--- config.mk ---
export PLATFORM = sky130hd
export DESIGN_NAME = button_debouncer
export DESIGN_NICKNAME = d
export VERILOG_FILES = /design/src/rtl/button_pkg.sv /design/src/rtl/button_channel.sv /design/src/rtl/button_debouncer.sv
export SDC_FILE = /design/constraint.sdc
export NUM_CORES = 1
export LEC_CHECK = 0
export CAP_MARGIN = 25
export CORE_MARGIN = 1
export CORE_UTILIZATION = 50
export CTS_CLUSTER_DIAMETER = 80
export DETAILED_ROUTE_END_ITERATION = 8
export PLACE_DENSITY = 0.8
export SLEW_MARGIN = 20
export SYNTH_ARGS = -nofsm -noshare
export SYNTH_HDL_FRONTEND = slang
export SYNTH_SLANG_ARGS = --single-unit
--- constraint.sdc ---
create_clock -name clk_25mhz -period 1.9 [get_ports clk_25mhz]
set_input_delay 0.38 -clock clk_25mhz [delete_from_list [all_inputs] [get_ports clk_25mhz]]
set_output_delay 0.38 -clock clk_25mhz [all_outputs]
set_load 0.02 [all_outputs]
--- src/rtl/button_pkg.sv ---
// Shared types, timing defaults and sizing helper for the push-button input path.
package button_pkg;

  typedef enum logic [1:0] {
    RELEASED   = 2'd0,
    DB_PRESS   = 2'd1,
    PRESSED    = 2'd2,
    DB_RELEASE = 2'd3
  } btn_state_t;

  // Defaults for a 25 MHz clock: 10 ms debounce, 1 s long press.
  localparam int unsigned DEF_N_BTN           = 7;
  localparam logic [6:0]  DEF_BTN_INV         = 7'b0000001;
  localparam int unsigned DEF_DEBOUNCE_CYCLES = 250000;
  localparam int unsigned DEF_LONG_CYCLES     = 25000000;

  // Bits needed to hold the values 0 .. n-1 (at least one bit).
  function automatic int unsigned cnt_width(input int unsigned n);
    int unsigned w;
    w = 1;
    if (n > 1) begin
      w = $clog2(n);
    end
    return w;
  endfunction

endpackage

--- src/rtl/button_channel.sv ---
// One button: two-flop synchroniser, polarity fix-up, debounce FSM with
// press/release/long-press pulse generation.
module button_channel
  import button_pkg::*;
#(
  parameter int unsigned DEBOUNCE_CYCLES = DEF_DEBOUNCE_CYCLES,
  parameter int unsigned LONG_CYCLES     = DEF_LONG_CYCLES,
  parameter logic        INV             = 1'b0
) (
  input  logic clk_25mhz,
  input  logic rst_n,
  input  logic btn,
  output logic level,
  output logic press,
  output logic release_pulse,
  output logic long_press
);

  localparam int unsigned DB_W   = cnt_width(DEBOUNCE_CYCLES);
  localparam int unsigned HOLD_W = cnt_width(LONG_CYCLES);
  localparam logic [DB_W-1:0]   DB_LAST   = DB_W'(DEBOUNCE_CYCLES - 1);
  localparam logic [HOLD_W-1:0] HOLD_LAST = HOLD_W'(LONG_CYCLES - 1);

  logic [1:0]        sync_q;
  logic              pressed_c;

  btn_state_t        state_q,     state_d;
  logic [DB_W-1:0]   db_cnt_q,    db_cnt_d;
  logic [HOLD_W-1:0] hold_cnt_q,  hold_cnt_d;
  logic              long_done_q, long_done_d;
  logic              level_d, press_d, release_d, long_d;

  // Synchroniser resets to the idle pin level so the channel reads "not pressed".
  always_ff @(posedge clk_25mhz or negedge rst_n) begin
    if (!rst_n) begin
      sync_q <= {2{INV}};
    end else begin
      sync_q <= {sync_q[0], btn};
    end
  end

  assign pressed_c = sync_q[1] ^ INV;

  // State, counters and registered outputs.
  always_ff @(posedge clk_25mhz or negedge rst_n) begin
    if (!rst_n) begin
      state_q       <= RELEASED;
      db_cnt_q      <= '0;
      hold_cnt_q    <= '0;
      long_done_q   <= 1'b0;
      level         <= 1'b0;
      press         <= 1'b0;
      release_pulse <= 1'b0;
      long_press    <= 1'b0;
    end else begin
      state_q       <= state_d;
      db_cnt_q      <= db_cnt_d;
      hold_cnt_q    <= hold_cnt_d;
      long_done_q   <= long_done_d;
      level         <= level_d;
      press         <= press_d;
      release_pulse <= release_d;
      long_press    <= long_d;
    end
  end

  // Next-state and next-output logic.
  always_comb begin
    state_d     = state_q;
    db_cnt_d    = db_cnt_q;
    hold_cnt_d  = hold_cnt_q;
    long_done_d = long_done_q;
    level_d     = level;
    press_d     = 1'b0;
    release_d   = 1'b0;
    long_d      = 1'b0;

    // Hold timer runs while the button is accepted as down, including release debounce.
    if (state_q == PRESSED || state_q == DB_RELEASE) begin
      if (hold_cnt_q != HOLD_LAST) begin
        hold_cnt_d = hold_cnt_q + HOLD_W'(1);
      end
      if (hold_cnt_q == HOLD_LAST && !long_done_q) begin
        long_d      = 1'b1;
        long_done_d = 1'b1;
      end
    end

    unique case (state_q)
      RELEASED: begin
        if (pressed_c) begin
          state_d  = DB_PRESS;
          db_cnt_d = '0;
        end
      end
      DB_PRESS: begin
        if (!pressed_c) begin
          state_d = RELEASED;
        end else if (db_cnt_q == DB_LAST) begin
          state_d     = PRESSED;
          press_d     = 1'b1;
          level_d     = 1'b1;
          hold_cnt_d  = '0;
          long_done_d = 1'b0;
        end else begin
          db_cnt_d = db_cnt_q + DB_W'(1);
        end
      end
      PRESSED: begin
        if (!pressed_c) begin
          state_d  = DB_RELEASE;
          db_cnt_d = '0;
        end
      end
      DB_RELEASE: begin
        if (pressed_c) begin
          state_d = PRESSED;
        end else if (db_cnt_q == DB_LAST) begin
          state_d   = RELEASED;
          release_d = 1'b1;
          level_d   = 1'b0;
        end else begin
          db_cnt_d = db_cnt_q + DB_W'(1);
        end
      end
      default: begin
        state_d = RELEASED;
      end
    endcase
  end

endmodule

--- src/rtl/button_debouncer.sv ---
// Board button conditioner: one independent debounce channel per raw pin.
module button_debouncer
  import button_pkg::*;
#(
  parameter int unsigned       N_BTN           = DEF_N_BTN,
  parameter logic [N_BTN-1:0]  BTN_INV         = N_BTN'(DEF_BTN_INV),
  parameter int unsigned       DEBOUNCE_CYCLES = DEF_DEBOUNCE_CYCLES,
  parameter int unsigned       LONG_CYCLES     = DEF_LONG_CYCLES
) (
  input  logic             clk_25mhz,
  input  logic             rst_n,
  input  logic [N_BTN-1:0] btn,
  output logic [N_BTN-1:0] level,
  output logic [N_BTN-1:0] press,
  output logic [N_BTN-1:0] release_pulse,
  output logic [N_BTN-1:0] long_press
);

  for (genvar i = 0; i < N_BTN; i++) begin : g_ch
    button_channel #(
      .DEBOUNCE_CYCLES (DEBOUNCE_CYCLES),
      .LONG_CYCLES     (LONG_CYCLES),
      .INV             (BTN_INV[i])
    ) u_channel (
      .clk_25mhz     (clk_25mhz),
      .rst_n         (rst_n),
      .btn           (btn[i]),
      .level         (level[i]),
      .press         (press[i]),
      .release_pulse (release_pulse[i]),
      .long_press    (long_press[i])
    );
  end

endmodule

-- After elaboration in Yosys (flattened, before gate mapping)
Cells that the tools add are included.
Widths: inputs -> output; s select.
- flip-flop bits (word level): 364
- bits of input ports: 9
- word-level logic and storage cells: 476
- add/subtract/negate cells: 14
- equal/unequal tests: 98
- muxes and demuxes: 245
- reductions and logical operators: 56
- operators with widths (cell ; count):
    $mux 25 ; 35
    $mux 18 ; 35
    $pmux 18 s4 ; 7
    $add 25x1->25 const B ; 7
    $eq 25x25->1 const B ; 7
    $ne 25x25->1 const B ; 7
    $add 18x1->18 const B ; 7
    $eq 18x18->1 const B ; 7
    $mux 1 ; 112
    $mux 2 ; 42
    $pmux 2 s4 ; 7
    $reduce_and 4->1 ; 14
    $ne 2x1->1 const B ; 21
    $ne 2x2->1 const B ; 21
    $reduce_and 5->1 ; 7
    $eq 2x2->1 const B ; 14
    $ne 3x3->1 const B ; 7
    $ne 3x2->1 const B ; 6
    $eq 2x1->1 const B ; 7
    $logic_not 2->1 ; 7
    $pmux 1 s2 ; 7
    $reduce_bool 2->1 ; 7
    $logic_and 1x1->1 ; 7
    $logic_not 1->1 ; 7
    other kinds (2) ; 8

-- Longest topological paths before layout
Gate-level depths: netlist (run 1).
- word-level depth: 7
- depth in mapped cells: 8
- gate-level depth less buffers: 6

-- Hierarchy
From an unflattened synthesis (run 1), not the netlist that was laid out.
- cells, all modules: 1941
- area total of the unflattened synthesis: 18931.9 sq um
- by module, submodules not included (module ; instances ; cells an instance ; area an instance (sq um)):
    button_channel at g_ch[1].u_channel ... ; 5 ; 274 ; 2676.3
    button_channel at g_ch[0].u_channel ; 1 ; 292 ; 2788.9
    button_channel at g_ch[6].u_channel ; 1 ; 279 ; 2761.4

-- Worst setup path before layout (run 1)
No wires, ideal clock.
- path kind: register -> register
- start point: reg g_ch[2].u_channel.db_cnt_q[0]
- end point: reg g_ch[2].u_channel.hold_cnt_q[18]
- library setup time: 118 ps
- data arrival time: 1919 ps
- required time: 1782 ps
- path slack: -137 ps
- cell stages (with the launch flop): 9
- buffers on the path: 2
- period minus slack after synthesis: 2037 ps
- cell sequence: dfrtp_1 -> ha_1 -> nand3_1 -> nor4_4 -> and3_1 -> buf_2 -> nor3b_4 -> buf_4 -> nor2_1
- word-level cells in the longest chain between the ends: 4
- ends and longest elaborated chain (item ; RTL line ; text):
    start: declaration ; button_channel.sv:28 ; logic [DB_W-1:0] db_cnt_q, db_cnt_d;
    start signal: assignment ; button_channel.sv:57 ; db_cnt_q <= db_cnt_d;
    $eq 18x18->1 ; button_channel.sv:99 ; end else if (db_cnt_q == DB_LAST) begin
    $mux 25 ; button_channel.sv:99 ;
    $mux 25 ; button_channel.sv:97 ; if (!pressed_c) begin
    $mux 25 ; button_channel.sv:89 ; unique case (state_q)
    named net g_ch[2].u_channel.hold_cnt_d[18] ; button_channel.sv:29 ; logic [HOLD_W-1:0] hold_cnt_q, hold_cnt_d;
    end signal: assignment ; button_channel.sv:58 ; hold_cnt_q <= hold_cnt_d;
    end: declaration ; button_channel.sv:29 ;
The timed path passes the listed nets, and every way through them passes these cells.
A chain may end at the register's enable or synchronous reset.

-- Worst setup path in the final report (run 1)
- start point: reg g_ch[0].u_channel.hold_cnt_q[10]
- end point: reg g_ch[0].u_channel.hold_cnt_q[5]
- word-level cells in the longest chain between the ends: 6
- ends and longest elaborated chain (item ; RTL line ; text):
    start: declaration ; button_channel.sv:29 ;
    start signal: assignment ; button_channel.sv:58 ;
    $ne 25x25->1 * ; button_channel.sv:80 ; if (hold_cnt_q != HOLD_LAST) begin
    $mux 25 * ; button_channel.sv:80 ;
    $mux 25 * ; button_channel.sv:79 ; if (state_q == PRESSED || state_q == DB_RELEASE) begin
    $mux 25 ; button_channel.sv:99 ;
    $mux 25 ; button_channel.sv:97 ;
    $mux 25 * ; button_channel.sv:89 ;
    named net g_ch[0].u_channel.hold_cnt_d[5] ; button_channel.sv:29 ;
The timed path passes the listed nets; every way through them passes the cells marked *.

==> summary.md, run 1 <==
| Metric | Value |
|---|---|
| Number of synthesized register bits | `364` |
| Antenna violations before repair | `0` |
| Status | `complete, but fails checks` |
| Fill cells | `2833` |
| Yosys top cell area share | `48.0%` |
| Site row count | `70` |
| Cell taking the most area after synthesis | `dfrtp_1` |
| CP Buf/Inv Count | `1` |
| Routed Antenna Nets | `0` |
| Largest net degree at the start of global routing | `65` |
| Reg power frac | `45.4%` |
| Post-DP HPWL | `28100 um` |
| Die X | `196 um` |
| Largest family of logic cells by synthesized area | `simple AND/OR/NAND/NOR gates` |
| CP Class | `register to register` |
| Slew headroom | `36.1%` |
| Dpl cells | `2644` |
| Clock Skews | `0.0155 ns` |
| Synth Net Count | `2037` |
| Multiplexer area fraction after synthesis | `2.27%` |
| Comb power frac | `3.3%` |
| Post-synth ARST share | `100%` |
| Via count | `16200` |
| Final WL | `44000 um` |
| Initial core utilization | `51.2%` |
| Share of cells above drive strength 1 | `19.6%` |
| CP max stage delay | `0.53 ns` |
| Power per cell area | `746 nW/um^2` |
| Internal power | `13.8 mW` |
| DRT iter0 DRCs | `1022` |
| Worst Path Required | `2.30 ns` |
| Switching Fraction | `21.2%` |
| Drt wl/cell | `16.0 um` |
| Setup crit end kind | `register` |
| Pre-CTS setup slack | `-0.161 ns` |
| Final Hold Viols | `0` |
| # port buffers | `36` |
| Top cells by area, synth | `dfrtp_1 (48%), nor2_1 (5.1%), xor2_1 (4.6%), nand2_1 (3.7%), nand3_1 (3.7%)` |
| Area after DPL | `21000 um^2` |
| Clock Path Buffers | `3` |
| Hold Path Class | `primary input to register` |
| Yosys cell types | `82` |
| Final setup vio count | `41` |
| Fin cells | `2755` |
| # nets final | `2245` |
| Area grow syn2layout | `24.0%` |
| Total GRT Usage | `22.1%` |
| CP top delay family | `simple AND/OR/NAND/NOR gates` |
| Failing checks | `negative setup slack` |
| Cell area after layout | `23400 um^2` |
| Mapped cell area | `18900 um^2` |
| Crit Path Max Fanout | `5` |
| Slowest CP cell | `or4b_1` |
| CTS H-tree depth | `2` |
| Peak supply drop | `0.569 mV` |
| Simple-Gate Fraction of Synth Area | `28.1%` |
| MaxCap Viol Count | `0` |
| Mapped Cells | `2014` |
| Root Buffer | `clkbuf_16` |
| CP startpoint kind | `register` |
| Syn Area/Cell | `9.38 um^2` |
| CTS tree | `yes` |
| Placeable core area | `36900 um^2` |
| Max Fclk | `488 MHz` |
| Yosys warning count | `0` |
| Leak | `10.2 nW` |
| TritonCTS Sinks | `364` |
| Post-synth EDFFs | `0` |
| Tcrit/Tclk final | `108%` |
| Ant. Diodes | `0` |
| Sequential cell area fraction in the yosys report | `48.2%` |
| Final WS setup | `-0.147 ns` |
| Worst-margin pin slew | `0.955 ns` |
| Hold WS | `0.275 ns` |
| Die height | `196 um` |
| Die footprint | `38600 um^2` |
| RSZ-0062 raised after global routing | `yes` |
| Clk Latency, worst-skew pair | `0.53 ns` |
| Fin crit period | `2.05 ns` |
| Compound-Gate Fraction of Synth Area | `9.79%` |
| CTS Buf Count | `40` |
| Initial DRT Pass Iterations | `5` |
| Tot Pwr | `17.5 mW` |
| Post-synthesis xor/xnor area fraction | `7.00%` |
| Gr ovfl total | `0` |
| Slew Limit Fails | `0` |
| CP arrival | `2.44 ns` |
| Post-synthesis adder-cell area fraction | `0.927%` |
| Main synth FF type | `dfrtp_1` |
| Switching power total | `3.70 mW` |
| First-pass GRT wire length | `72800 um` |
| Ports | `37` |
| Critical-path cell list | `or4b_1, or4_4, buf_4, o21ai_4, or4_2, a21oi_2` |
| Final GP Congestion | `0.849` |
| Reg clk slew, reported paths | `0.06 ns` |
| Clock power share | `51.3%` |
| Drt via density | `5.88` |
| Vias in the first global route | `15800` |
| Residual DRC count | `0` |
## final timing paths
| path | start | endpoint | slack, ns | cells after the start |
|---|---|---|---|---|
| worst max-delay path | g_ch[0].u_channel.hold_cnt_q[10] | g_ch[0].u_channel.hold_cnt_q[5] | -0.15 | 6 |
| worst min-delay path | btn[0] | g_ch[0].u_channel.sync_q[0] | 0.27 | 1 |
| worst max register to register | g_ch[0].u_channel.hold_cnt_q[10] | g_ch[0].u_channel.hold_cnt_q[5] | -0.15 | 6 |
| worst min register to register | g_ch[4].u_channel.sync_q[0] | g_ch[4].u_channel.sync_q[1] | 0.35 | 0 |
| max in group asynchronous | rst_n | g_ch[0].u_channel.sync_q[0] | 0.88 | 3 |
| min in group asynchronous | rst_n | g_ch[2].u_channel.db_cnt_q[6] | 0.33 | 2 |
## worst reg2reg max path, stage by stage (launching register included)
cell and delay, ns:
dfrtp_1 0.39, or4b_1 0.53, or4_4 0.47, buf_4 0.17, o21ai_4 0.16, or4_2 0.16, a21oi_2 0.05
## cell usage after synthesis, drive strengths merged, types with 14 or more instances
master  instances
and4           31
nor3           59
mux2i          26
mux2           15
buf            51
nand2         188
o21ai         104
nor4b          14
nor4           42
nor2          257
nand4         102
dfrtp         362
inv            40
ha             14
o211ai         18
a22o           22
clkbuf         48
xor2          100
nand3         141
or3            35
or4            22
and3           41
a21oi          73
o31ai          22
xnor2          51
and2           19
## power by group through the flow
stage	sequential [mW]	clock (mW)	combinational (mW)
2_1_floorplan	8.04	0	0.234
3_3_place_gp	8.06	0	0.551
3_5_place_dp	8.06	0	0.577
4_1_cts	7.92	9.07	0.583
5_1_grt	7.94	9.48	0.662
6_report	7.93	8.95	0.584
## cell type report
type                       count  area (um^2)  area share, %
timing repair buffer         264         2350           10.0
sequential                   364         9120           38.9
multi-input combinational   1511         9650           41.2
inverter                      41          154          0.657
tap                          504          631           2.69
clock buffer                  52         1110           4.73
clock inverter                19          403           1.72
## state kept, by name, summed over array words and instances, names as in the netlist, named ones only
register                      count
g_ch.u_channel.release_pulse      7
g_ch.u_channel.hold_cnt_q       175
g_ch.u_channel.db_cnt_q         126
g_ch.u_channel.long_done_q        7
g_ch.u_channel.level              7
g_ch.u_channel.state_q            7
g_ch.u_channel.press              7
g_ch.u_channel.sync_q            14
g_ch.u_channel.long_press         7
## cell families after synthesis
family / after synthesis
flip-flops: 364
AO/OA/AOI/OAI: 295
XOR/XNOR: 151
multiplexers: 41
adder cells (fa/ha/maj): 14
AND/OR/NAND/NOR: 1009
buffers and inverters: 140
## through the flow
stage / util (%) / setup TNS [ns]
after CTS: 61.1 / -1.18
after floorplan: - / -0.112
after global routing: 63.5 / -7.23
after global placement: 56.9 / -0.358
final: 63.5 / -3.72
after detailed placement: 56.9 / -0.960
## layer usage
layer,vias up,global-route usage [%],part of all wire [%]
met4,0,6.22,2.0
li1,7683,-,-
met1,8035,28.8,43
met5,-,0,0
met2,412,38.3,50
met3,82,3.15,4.4
## cell usage in the layout, fill, tap and decap left out, types with 10 or more instances in the layout
cell type and instances:
mux2_2 15, a22o_1 22, clkdlybuf4s50_1 24, nor2_1 231, or4_1 17, nand4_1 102
clkbuf_16 45, o21ai_0 91, mux2i_1 26, nand2_1 183, xnor2_1 48, o211ai_1 18
nand3_1 135, or3_1 29, dfrtp_1 357, nor3_2 10, o31ai_1 20, xor2_1 98
inv_1 39, and3_1 36, buf_12 14, nor4_1 30, nor2_4 13, a31oi_1 11
nor2_2 13, bufinv_16 12, and2_1 18, buf_4 201, nor3_1 44, and4_1 30
a21oi_1 68
## repair_timing
action	4_1_cts	5_1_grt
setup endpoints to repair	56	206
pin swaps	5	54
gates resized for setup	17	130
gates cloned	1	7
hold buffers	1	0
hold endpoints to repair	29	0
buffers inserted	3	28
Power figures use the tool's default switching activity.
==> run 2, diff against run 1 <==
Settings changed: CTS_BUF_LIST set to sky130_fd_sc_hd__clkbuf_4 sky130_fd_sc_hd__clkbuf_8 sky130_fd_sc_hd__clkbuf_16.
==> summary.md, run 2 (synthesized netlist as in run 1, its figures left out) <==
| Metric | Value |
|---|---|
| Status | `complete, but fails checks (unchanged)` |
| Failing checks | `negative setup slack (unchanged)` |
| Final WS setup | `-0.136 ns (was -0.147 ns)` |
| Site row count | `70 (unchanged)` |
| Register area | `9120 um^2 (unchanged)` |
| Ant. Diodes | `0 (unchanged)` |
| Worst-margin pin slew | `0.989 ns (was 0.955 ns)` |
| Residual DRC count | `0 (unchanged)` |
| Root Buffer | `clkbuf_16 (unchanged)` |
| MaxCap Viol Count | `0 (unchanged)` |
| Final Hold Viols | `0 (unchanged)` |
| RSZ-0062 raised after global routing | `yes (unchanged)` |
| Die X | `196 um (unchanged)` |
| Reg clk slew, reported paths | `0.06 ns (about the same)` |
| Largest net degree at the start of global routing | `65 (unchanged)` |
| Crit Path Max Fanout | `5 (unchanged)` |
| Die height | `196 um (unchanged)` |
| Worst Path Required | `2.30 ns (about the same)` |
| Placeable core area | `36900 um^2 (unchanged)` |
| Routed Antenna Nets | `0 (unchanged)` |
| Final WL | `44000 um (about the same)` |
| CTS Buf Count | `40 (unchanged)` |
| Via count | `16200 (about the same)` |
| First-pass GRT wire length | `72900 um (was 72800 um)` |
| CP arrival | `2.43 ns (was 2.44 ns)` |
| Drt via density | `5.89 (was 5.88)` |
| Share of cells above drive strength 1 | `19.8% (was 19.6%)` |
| Area of the multi-input gates | `9640 um^2 (was 9650 um^2)` |
| Gr ovfl total | `0 (unchanged)` |
| TritonCTS Sinks | `364 (unchanged)` |
| Peak supply drop | `0.571 mV (was 0.569 mV)` |
| Slew headroom | `33.8% (was 36.1%)` |
| CTS tree | `yes (unchanged)` |
| DRT iter0 DRCs | `1035 (was 1022)` |
| Fill cells | `2840 (was 2833)` |
| Most frequent cells in the layout | `dfrtp_1 (357), nor2_1 (231), buf_4 (199), nand2_1 (183), nand3_1 (135) (was dfrtp_1 (357), nor2_1 (231), buf_4 (201), nand2_1 (183), nand3_1 (135))` |
| Fin crit period | `2.04 ns (was 2.05 ns)` |
| Vias in the first global route | `15800 (about the same)` |
| Clk Latency, worst-skew pair | `0.53 ns (about the same)` |
| Most flops, register | `g_ch.u_channel.hold_cnt_q (unchanged)` |
| Die footprint | `38600 um^2 (unchanged)` |
| Tcrit/Tclk final | `107% (was 108%)` |
| Post-DP HPWL | `28100 um (unchanged)` |
| Ports | `37 (unchanged)` |
| Max Fclk | `491 MHz (was 488 MHz)` |
| Drt wl/cell | `16.0 um (about the same)` |
| Max reg flops | `175 (unchanged)` |
| Total GRT Usage | `22.1% (about the same)` |
| Fin cells | `2752 (was 2755)` |
| Tot Pwr | `17.6 mW (was 17.5 mW)` |
| Most common cell after layout, fill and taps aside | `dfrtp_1 (unchanged)` |
| Leak | `10.2 nW (about the same)` |
| CP startpoint kind | `register (unchanged)` |
| Final Util | `63.5% (about the same)` |
| Antenna violations before repair | `0 (unchanged)` |
| Hold WS | `0.275 ns (about the same)` |
| CP Class | `register to register (unchanged)` |
| Hold Path Class | `primary input to register (unchanged)` |
| # port buffers | `36 (unchanged)` |
| CTS H-tree depth | `2 (unchanged)` |
| Initial DRT Pass Iterations | `5 (unchanged)` |
| Initial core utilization | `51.2% (unchanged)` |
| Power per cell area | `750 nW/um^2 (was 746 nW/um^2)` |
| Final GP Congestion | `0.849 (unchanged)` |
| # nets final | `2242 (was 2245)` |
| Dpl cells | `2644 (unchanged)` |
| Regs by FF count | `g_ch.u_channel.hold_cnt_q x175, g_ch.u_channel.db_cnt_q x126, g_ch.u_channel.sync_q x14 (unchanged)` |
| Clock Skews | `0.0149 ns (was 0.0155 ns)` |
| Slew Limit Fails | `0 (unchanged)` |
| Final setup vio count | `41 (unchanged)` |
| Clock Path Buffers | `3 (unchanged)` |
| Area grow syn2layout | `23.9% (was 24.0%)` |
| Setup crit end kind | `register (unchanged)` |
[run 2: power breakdown]
| group | leakage [nW] | switching [mW] | total, mW | internal (mW) |
|---|---|---|---|---|
| clock network | 0.752 | 3.21 | 9.05 | 5.84 |
| registers | 5.01 | 0.0988 | 7.93 | 7.83 |
| logic | 4.43 | 0.381 | 0.584 | 0.202 |
| total | 10.2 | 3.69 | 17.6 | 13.9 |
[run 2: layer usage]
metal  share of wire, %  GRT usage (%)  vias up
met1                 43           28.8     8065
met5                  0              0        -
li1                   -              -     7677
met2                 50           38.3      391
met4                1.9           6.28        0
met3                4.2           3.15       77
[run 2: path summary, 6_finish.rpt]
check,start,end,cells past startpoint,slack [ns]
worst min register to register,g_ch[4].u_channel.sync_q[0],g_ch[4].u_channel.sync_q[1],0,0.35
min in group asynchronous,rst_n,g_ch[2].u_channel.release_pulse,2,0.33
worst max-delay path,g_ch[0].u_channel.hold_cnt_q[10],g_ch[0].u_channel.hold_cnt_q[5],5,-0.14
worst min-delay path,btn[0],g_ch[0].u_channel.sync_q[0],1,0.27
worst max register to register,g_ch[0].u_channel.hold_cnt_q[10],g_ch[0].u_channel.hold_cnt_q[5],5,-0.14
max in group asynchronous,rst_n,g_ch[0].u_channel.sync_q[0],3,0.88
[run 2: layout make-up]
class	instances	area share, %
Multi-Input combinational cell	1511	41.2
Clock buffer	52	4.84
Tap cell	504	2.69
Inverter	41	0.658
Clock inverter	19	1.72
Timing Repair Buffer	261	9.94
Sequential cell	364	39.0
[run 2: what timing repair did]
action,CTS,global route
cloned,1,7
buffers inserted,1,27
pin swaps,2,52
endpoints found under the hold margin,29,0
hold buffers,1,0
endpoints found under the setup margin,56,206
gates resized for setup,15,128
[run 2: critical path, stage by stage (launching register included)]
cell	delay [ns]
dfrtp_1	0.39
or4b_4	0.54
or4_4	0.48
o21ai_2	0.28
or4_2	0.18
a21oi_2	0.05
[run 2: metrics by stage]
stage          setup slack (ns)  setup TNS, ns  area (um^2)
3_5_place_dp             -0.161         -0.960        21000
6_report                 -0.136          -3.74        23400
4_1_cts                  -0.147          -1.20        22500
3_3_place_gp            -0.0774         -0.358        21000
5_1_grt                  -0.214          -7.04        23400
2_1_floorplan           -0.0143         -0.112        18900
